## src/rtl/brailliance_cell_sequencer.sv

```systemverilog
// Braille cell sequencer: queues 6-dot cell patterns and plays them out on a
// pin driver with a programmable dwell time and an inter-cell blank gap.
module brailliance_cell_sequencer #(
    parameter int FIFO_DEPTH = 4,
    parameter int TIMER_W    = 16
) (
    input  logic                          clk,
    input  logic                          rst,
    input  logic                          in_valid,
    output logic                          in_ready,
    input  logic [5:0]                    in_dots,
    input  logic [TIMER_W-1:0]            dwell,
    input  logic [TIMER_W-1:0]            gap,
    input  logic                          pause,
    input  logic                          flush,
    output logic [5:0]                    dots_out,
    output logic                          dots_strobe,
    output logic                          busy,
    output logic [$clog2(FIFO_DEPTH):0]   fifo_count
);

    localparam int AW = $clog2(FIFO_DEPTH);
    localparam int CW = AW + 1;

    typedef enum logic [1:0] {IDLE, SHOW, GAP} state_t;

    state_t               state, state_nxt;
    logic [TIMER_W-1:0]   timer, timer_nxt;
    logic [TIMER_W-1:0]   gap_q, gap_nxt;
    logic [5:0]           dots_nxt;
    logic                 strobe_nxt;
    logic                 push, pop;

    logic [5:0]           mem [FIFO_DEPTH];
    logic [AW-1:0]        wr_ptr, rd_ptr;

    // A same-cycle pop never frees space early: readiness looks only at the
    // registered occupancy.
    assign in_ready = !rst && !flush && (fifo_count < CW'(FIFO_DEPTH));
    assign push     = in_valid && in_ready;
    assign busy     = (state != IDLE) || (fifo_count != '0);

    always_comb begin
        state_nxt  = state;
        timer_nxt  = timer;
        gap_nxt    = gap_q;
        dots_nxt   = dots_out;
        strobe_nxt = 1'b0;
        pop        = 1'b0;
        if (flush) begin
            state_nxt = IDLE;
            timer_nxt = '0;
            dots_nxt  = '0;
        end else if (!pause) begin
            case (state)
                IDLE: begin
                    if (fifo_count != '0) begin
                        pop        = 1'b1;
                        dots_nxt   = mem[rd_ptr];
                        timer_nxt  = (dwell == '0) ? TIMER_W'(1) : dwell;
                        gap_nxt    = gap;
                        strobe_nxt = 1'b1;
                        state_nxt  = SHOW;
                    end
                end
                SHOW: begin
                    if (timer <= TIMER_W'(1)) begin
                        dots_nxt = '0;
                        if (gap_q == '0) begin
                            state_nxt = IDLE;
                            timer_nxt = '0;
                        end else begin
                            state_nxt = GAP;
                            timer_nxt = gap_q;
                        end
                    end else begin
                        timer_nxt = timer - TIMER_W'(1);
                    end
                end
                GAP: begin
                    if (timer <= TIMER_W'(1)) begin
                        state_nxt = IDLE;
                        timer_nxt = '0;
                    end else begin
                        timer_nxt = timer - TIMER_W'(1);
                    end
                end
                default: begin
                    state_nxt = IDLE;
                    timer_nxt = '0;
                    dots_nxt  = '0;
                end
            endcase
        end
    end

    always_ff @(posedge clk or posedge rst) begin
        if (rst) begin
            state       <= IDLE;
            timer       <= '0;
            gap_q       <= '0;
            dots_out    <= '0;
            dots_strobe <= 1'b0;
        end else begin
            state       <= state_nxt;
            timer       <= timer_nxt;
            gap_q       <= gap_nxt;
            dots_out    <= dots_nxt;
            dots_strobe <= strobe_nxt;
        end
    end

    // Pointers wrap naturally because the depth is a power of two.
    always_ff @(posedge clk or posedge rst) begin
        if (rst) begin
            wr_ptr     <= '0;
            rd_ptr     <= '0;
            fifo_count <= '0;
        end else if (flush) begin
            wr_ptr     <= '0;
            rd_ptr     <= '0;
            fifo_count <= '0;
        end else begin
            if (push) wr_ptr <= wr_ptr + 1'b1;
            if (pop)  rd_ptr <= rd_ptr + 1'b1;
            case ({push, pop})
                2'b10:   fifo_count <= fifo_count + 1'b1;
                2'b01:   fifo_count <= fifo_count - 1'b1;
                default: fifo_count <= fifo_count;
            endcase
        end
    end

    always_ff @(posedge clk) begin
        if (push) mem[wr_ptr] <= in_dots;
    end

endmodule

```

## config.mk

```make
export PLATFORM = sky130hd
export DESIGN_NAME = brailliance_cell_sequencer
export DESIGN_NICKNAME = d
export VERILOG_FILES = /design/src/rtl/brailliance_cell_sequencer.sv
export SDC_FILE = /design/constraint.sdc
export NUM_CORES = 1
export LEC_CHECK = 0
export BUFFER_PORTS_ARGS = -buffer_cell sky130_fd_sc_hd__buf_2
export CORE_ASPECT_RATIO = 1.2
export CORE_MARGIN = 4
export CORE_UTILIZATION = 52
export DETAILED_ROUTE_END_ITERATION = 8
export GPL_ROUTABILITY_DRIVEN = 1
export HOLD_SLACK_MARGIN = 0.08
export PLACE_DENSITY = 0.77
export SLEW_MARGIN = 10
export SYNTH_ARGS = -nofsm -noshare
export SYNTH_HDL_FRONTEND = slang
export SYNTH_SLANG_ARGS = --single-unit
```

## constraint.sdc

```tcl
create_clock -name clk -period 2.4 [get_ports clk]
set_clock_uncertainty 0.15 [all_clocks]
set_input_delay 0.36 -clock clk [delete_from_list [all_inputs] [get_ports clk]]
set_output_delay 0.36 -clock clk [all_outputs]
set_load 0.03 [all_outputs]
```

; Word-level counts from Yosys, hierarchy flattened
; Memory sizes are Yosys's and may differ from the RTL's.
; Index checks and enable logic that the tools add are counted.
[classes]
reduce_logical = 18
muxes = 32
n_lt_le_gt_ge = 2
bitwise_logic = 2
n_eq_ne = 9
n_addsub = 5
[op_table]
columns = op, n
row1 = 16-bit two-way mux, 7
row2 = 16-bit case mux with 3 select lines, 1
row3 = 16-bit zero test, 2
row4 = 6-bit two-way mux, 4
row5 = 2-bit two-way mux, 10
row6 = 6-bit case mux with 3 select lines, 1
row7 = 16-bit by 1-bit <= comparator with 1-bit output (second input constant), 1
row8 = 16-bit by 1-bit subtractor with 16-bit output (second input constant), 1
row9 = 4-bit AND reduction, 3
row10 = 3-bit != test (second input constant), 3
row11 = 1-bit two-way mux, 6
row12 = 2-bit case mux with 3 select lines, 1
row13 = 3-bit case mux with 2 select lines, 1
row14 = 2-bit nonzero test, 3
row15 = 3-bit nonzero test, 2
row16 = 2-bit by 1-bit adder with 2-bit output (second input constant), 2
row17 = 2-bit by 1-bit equality test with 1-bit output (second input constant), 2
row18 = 2-bit equality test (second input constant), 2
row19 = 3-bit by 1-bit adder with 3-bit output (second input constant), 1
row20 = 1-bit logical AND, 3
row21 = 3-bit < comparator (second input constant), 1
row22 = 3-bit two-way mux, 1
row23 = 3-bit by 1-bit subtractor with 3-bit output (second input constant), 1
row24 = 1-bit zero test, 2
row25 = 6 further kinds, 7
[word_totals]
output_inout_bits = 12
ff_bits = 48
ramBits = 24
mem_count = 1
[memory_table]
columns = name, words, width, read_ports, rd_clocked_by_memory_dff, write_ports, line
row1 = mem, 4, 6, 1, 0, 1, 34  ; logic [5:0] mem [FIFO_DEPTH];

; Depth between registers and ports, before layout
[logic_depth]
depth_word = 8
depth_mapped = 9
ltp_nobuf = 8

; Worst setup path after synthesis
; No wires, ideal clock.
[synth_timing]
kind = reg2reg
startpoint = reg fifo_count[2]
endpoint = reg fifo_count[2]
setup_time_ns = 0.132
arrival_time_ns = 2.355
path_stages_with_launch = 9
required_time_ns = 2.118
setup_slack_ns = -0.237
cell_sequence = dfrtp_1 nor4b_1 clkbuf_1 nor3_1 fa_1 or2_2 mux2i_1 xnor2_1 nor2_1
[synth_via]
elab_chain_cells = 8
elab_cells_between_ends = 15
classes_between = 2 x add/sub / 1 x order compare / 2 x eq/ne / 6 x mux / 4 x reduce/logical
[synth_lines]
columns = item, line
row1 = start: declaration, 19  ; output logic [$clog2(FIFO_DEPTH):0] fifo_count
row2 = start signal: assignment, 127  ; 2'b10: fifo_count <= fifo_count + 1'b1;
row3 = start signal: assignment, 128  ; 2'b01: fifo_count <= fifo_count - 1'b1;
row4 = start signal: assignment, 129  ; default: fifo_count <= fifo_count;
row5 = 3-bit nonzero test, 57  ; if (fifo_count != '0) begin
row6 = 1-bit two-way mux, 57
row7 = 1-bit two-way mux, 55  ; case (state)
row8 = 1-bit two-way mux, 54  ; end else if (!pause) begin
row9 = 1-bit two-way mux, 50  ; if (flush) begin
row10 = 2-bit by 1-bit equality test with 1-bit output / 2-bit equality test (equally long branches), 126  ; case ({push, pop})
row11 = 3-bit case mux with 2 select lines, 126
row12 = 3-bit two-way mux, 119  ; end else if (flush) begin
; Several ways; a longest one is shown, not always the timed one.
; A chain may end at the register's enable or synchronous reset.

; Worst setup path in the final report
[layout_timing]
startpoint = in dwell[4]
endpoint = reg timer[7]
[layout_via]
elab_chain_cells = 6
[layout_lines]
columns = item, line
row1 = start: declaration, 12  ; input logic [TIMER_W-1:0] dwell,
row2 = 16-bit zero test, 60  ; timer_nxt = (dwell == '0) ? TIMER_W'(1) : dwell;
row3 = 16-bit two-way mux, 60
row4 = 16-bit two-way mux, 57
row5 = 16-bit case mux with 3 select lines, 55
row6 = 16-bit two-way mux, 54
row7 = 16-bit two-way mux, 50
row8 = end signal: assignment, 106  ; timer <= timer_nxt;
row9 = end: declaration, 28  ; logic [TIMER_W-1:0] timer, timer_nxt;
; No other way between the ends. The select of a mux whose other input is x is not followed.

==> run_results.csv <==
group,metric,value,unit
cells_and_area,n_antenna_cell,0,
synthesis,netlist_instances,336,
grt,met3_track_utilization_from_global_routing,4.96,%
route,first_iter_violations,265,
die,floorplan.die.width,85.7,um
placed_design,finalWeightedCongestion,1.02,
synthesis,ys_warn_count,0,
worst_setup_path,critPathBufInv,3,
die,die_area,8680,um2
sta,timing.final.setup_violations,0,
worst_setup_path,cp_data_required_time,2490,ps
worst_setup_path,worstSetupStartpointType,"input port",
worst_setup_path,timing.critical_path.from,"dwell[4]",
synthesis,count_of_flip_flops_with_a_built_in_enable_after_synthesis,24,
route,drcViolationCount,0,
synthesis,asyncSetResetFlopFracSynth,66.7,%
route,num_vias,3218,
sta,fmax,424,MHz
grt,grt_pass1_vias,3280,
placed_design,detailedPlacementHpwl,7230,um
die,fp-row-count,33,
outcome,outcome,"completed",
sta,rsz0062_at_grt,"false",
worst_setup_path,cp-end-kind,"register",
clock_network,clkLatencyLatePin,360,ps
cells_and_area,layout_cell_share_with_drive_strength_beyond_1,35.1,%
grt,grt_usage,24.8,%
die,fp.dieH,101,um
grt,global_route.usage.met1,30.1,%
clock_network,clock_sinks,72,
power,power_density,1470,nW/um2
synthesis,ys_seq_area_share,51.0,%
worst_setup_path,path_delay_family,"simple AND/OR/NAND/NOR gates",
worst_setup_path,timing.critical_path.slowest_cell_delay,530,ps
job,max-cap-violations,0,
grt,wire_length_of_the_first_global_routing_pass,16600,um
synthesis,mappedNetlistNets,386,
route,drt_first_pass_iters,5,
clock_network,cts_root_buffer,"sky130_fd_sc_hd__clkbuf_8",
grt,met2_demand_to_capacity_share_in_global_routing,41.4,%
sta,fin_hold_ws,89.2,ps
synthesis,ys_seq_elements,72,
grt,top_usage_layer,"met2",
sta,period_needed,2360,ps
route,post_drt_via_cell_ratio,6.26,
clock_network,cts_post_setup_buffers_inserted,0,
die,design.portCount,55,
worst_setup_path,reg2reg_depth,5,
cells_and_area,syn_to_final_growth,25.9,%
worst_setup_path,setup.worst_path.class,"input port to register",
worst_setup_path,worst_path_max_delay_cell,"sky130_fd_sc_hd__dlygate4sd3_1",
synthesis,post_synth_num_cell_types,56,
grt,antenna_found_initial,0,
route,route.detailed.wl_per_inst,19.6,um
synthesis,synth-main-ff-cell,"sky130_fd_sc_hd__dfrtp_1",
clock_network,clock_tree_from_tritoncts,"yes",
power,irDropWorstVdd,0.822,mV
synthesis,avgSynthCellArea,11.2,um2
sta,final.setup.tns,0,ps
clock_network,clkSlewWorstSetupHoldPaths,90,ps
clock_network,cts_inserted_buffers,9,
sta,finalHoldViolCount,0,
die,initial_utilization,54.3,%
sta,report.final.slew_viol_count,0,
cells_and_area,post_layout_nets,472,
worst_setup_path,timing.critical_path.cells,"dlygate4sd3_1, buf_2, nor4_1, buf_4, nand4_1, and3_1, a221oi_1, nand3_1",
grt,grt.overflow.total,0,
worst_setup_path,crit_path_max_fanout,6,
placed_design,port-buffer-count,54,
power,leakagePower,2.01,nW
synthesis,synth.cell_area,3770,um2
worst_hold_path,timing.hold.worst.class,"input port to async pin",
worst_setup_path,timing.critical_path.arrival,2450,ps
clock_network,cts_htree_levels,3,
worst_setup_path,cp_num_cells,8,
sta,slew_headroom,62.4,%
sta,final_cycle_utilization_of_the_critical_path,98.3,%
sta,timing_worst_slew_pin_value,558,ps
worst_setup_path,worstReg2RegStart,"timer[4]",
clock_network,cts_buffer_depth,2,
route,drt.antenna.violating_nets,0,
route,postRouteWirelength,10100,um
grt,maximum_number_of_pins_on_one_net_before_global_route_repair,25,
die,fp.coreArea,6940,um2
[cells in the final DEF (no fill, tap or decap), types with 5 or more instances in the layout]
master                          count
sky130_fd_sc_hd__buf_2             53
sky130_fd_sc_hd__dfrtp_1           45
sky130_fd_sc_hd__buf_4             27
sky130_fd_sc_hd__edfxtp_1          24
sky130_fd_sc_hd__mux2_2            23
sky130_fd_sc_hd__nand2_1           22
sky130_fd_sc_hd__nor2_1            17
sky130_fd_sc_hd__nor4_1            14
sky130_fd_sc_hd__o21ai_0           14
sky130_fd_sc_hd__dlygate4sd3_1     13
sky130_fd_sc_hd__a21oi_1           10
sky130_fd_sc_hd__nor3_1             9
sky130_fd_sc_hd__nor2b_1            9
sky130_fd_sc_hd__clkbuf_8           9
sky130_fd_sc_hd__xnor2_1            8
sky130_fd_sc_hd__or3_1              8
sky130_fd_sc_hd__inv_1              7
sky130_fd_sc_hd__nand3_1            7
sky130_fd_sc_hd__o211ai_1           6
sky130_fd_sc_hd__a211oi_1           6
sky130_fd_sc_hd__mux4_2             6
sky130_fd_sc_hd__ha_1               6
sky130_fd_sc_hd__and2_1             5
sky130_fd_sc_hd__a22oi_1            5
[through the flow]
| step | total power [mW] | worst slack, ps | cells | utilization [%] | cell area, um2 |
|---|---|---|---|---|---|
| detailed placement | 5.66 | 103 | 485 | 62.5 | 4330 |
| finish | 6.99 | 40.1 | 514 | 68.4 | 4750 |
| CTS | 6.81 | 77.8 | 515 | 67.9 | 4710 |
| global route | 7.47 | 3.09 | 514 | 68.4 | 4750 |
| global placement | 5.59 | 155 | 485 | 62.5 | 4330 |
| floorplan | 4.44 | -23.5 | 336 | - | 3810 |
[cell type report]
cell class,count,area (um2)
sequential,72,1930
inverter,8,30.0
tap,87,109
multi-input combinational,235,1810
fill,542,2190
clock buffer,9,124
clock inverter,7,111
timing repair buffer,96,642
[where the power goes]
group	total (mW)	switching, mW	leakage, nW	internal (mW)
Clock	1.14	0.528	0.120	0.612
Sequential	2.03	0.415	0.838	1.61
Combinational	3.83	2.11	1.05	1.72
Total	6.99	3.05	2.01	3.94
[cell usage after synthesis, types with 7 or more instances]
master,instances,share of area [%]
sky130_fd_sc_hd__mux2_2,23,6.9
sky130_fd_sc_hd__nor4_1,15,2.5
sky130_fd_sc_hd__xnor2_1,8,1.9
sky130_fd_sc_hd__nor3_1,12,1.6
sky130_fd_sc_hd__inv_1,8,0.80
sky130_fd_sc_hd__or3_1,8,1.3
sky130_fd_sc_hd__dfrtp_1,48,32
sky130_fd_sc_hd__nand2_1,22,2.2
sky130_fd_sc_hd__nor2b_1,9,1.5
sky130_fd_sc_hd__clkbuf_1,13,1.3
sky130_fd_sc_hd__nand3_1,7,0.93
sky130_fd_sc_hd__a21oi_1,10,1.3
sky130_fd_sc_hd__o21ai_0,14,1.9
sky130_fd_sc_hd__nor2_1,18,1.8
sky130_fd_sc_hd__edfxtp_1,24,19
[per-layer routing]
layer	up-vias	share of wire [%]
met2	178	50
met5	-	0
met4	0	4.9
met3	49	7.4
met1	1536	38
li1	1455	-
[logic make-up after synthesis]
kind of cell | after synthesis | synth area share, %
AND/OR/NAND/NOR | 116 | 17.0
flip-flops | 72 | 51.0
XOR/XNOR | 11 | 2.56
adder cells (fa/ha/maj) | 7 | 2.52
AO/OA/AOI/OAI | 70 | 13.0
buffers and inverters | 29 | 2.99
multiplexers | 31 | 11.0
[repair_timing]
action | in CTS | in global routing
gates resized for setup | 0 | 11
hold buffers | 14 | 0
endpoints found under the hold margin | 53 | 0
endpoints found under the setup margin | 0 | 14
[final timing paths]
| kind | slack (ps) | endpoint |
|---|---|---|
| worst min-delay path | 90 | dots_out[5] |
| worst max register to register | 110 | timer[13] |
| worst min register to register | 370 | dots_out[4] |
| worst max-delay path | 40 | timer[7] |
| min in group clk | 90 | gap_q[10] |
| max in group asynchronous | 1400 | gap_q[6] |
[state kept, by name (all words and copies together), names as in the netlist, 2 cells and up]
register and count:
mem 24, gap_q 16, timer 16, dots_out 6
fifo_count 3, rd_ptr 2, state 2, wr_ptr 2
Note: power is estimated with default switching activity, not from simulation.
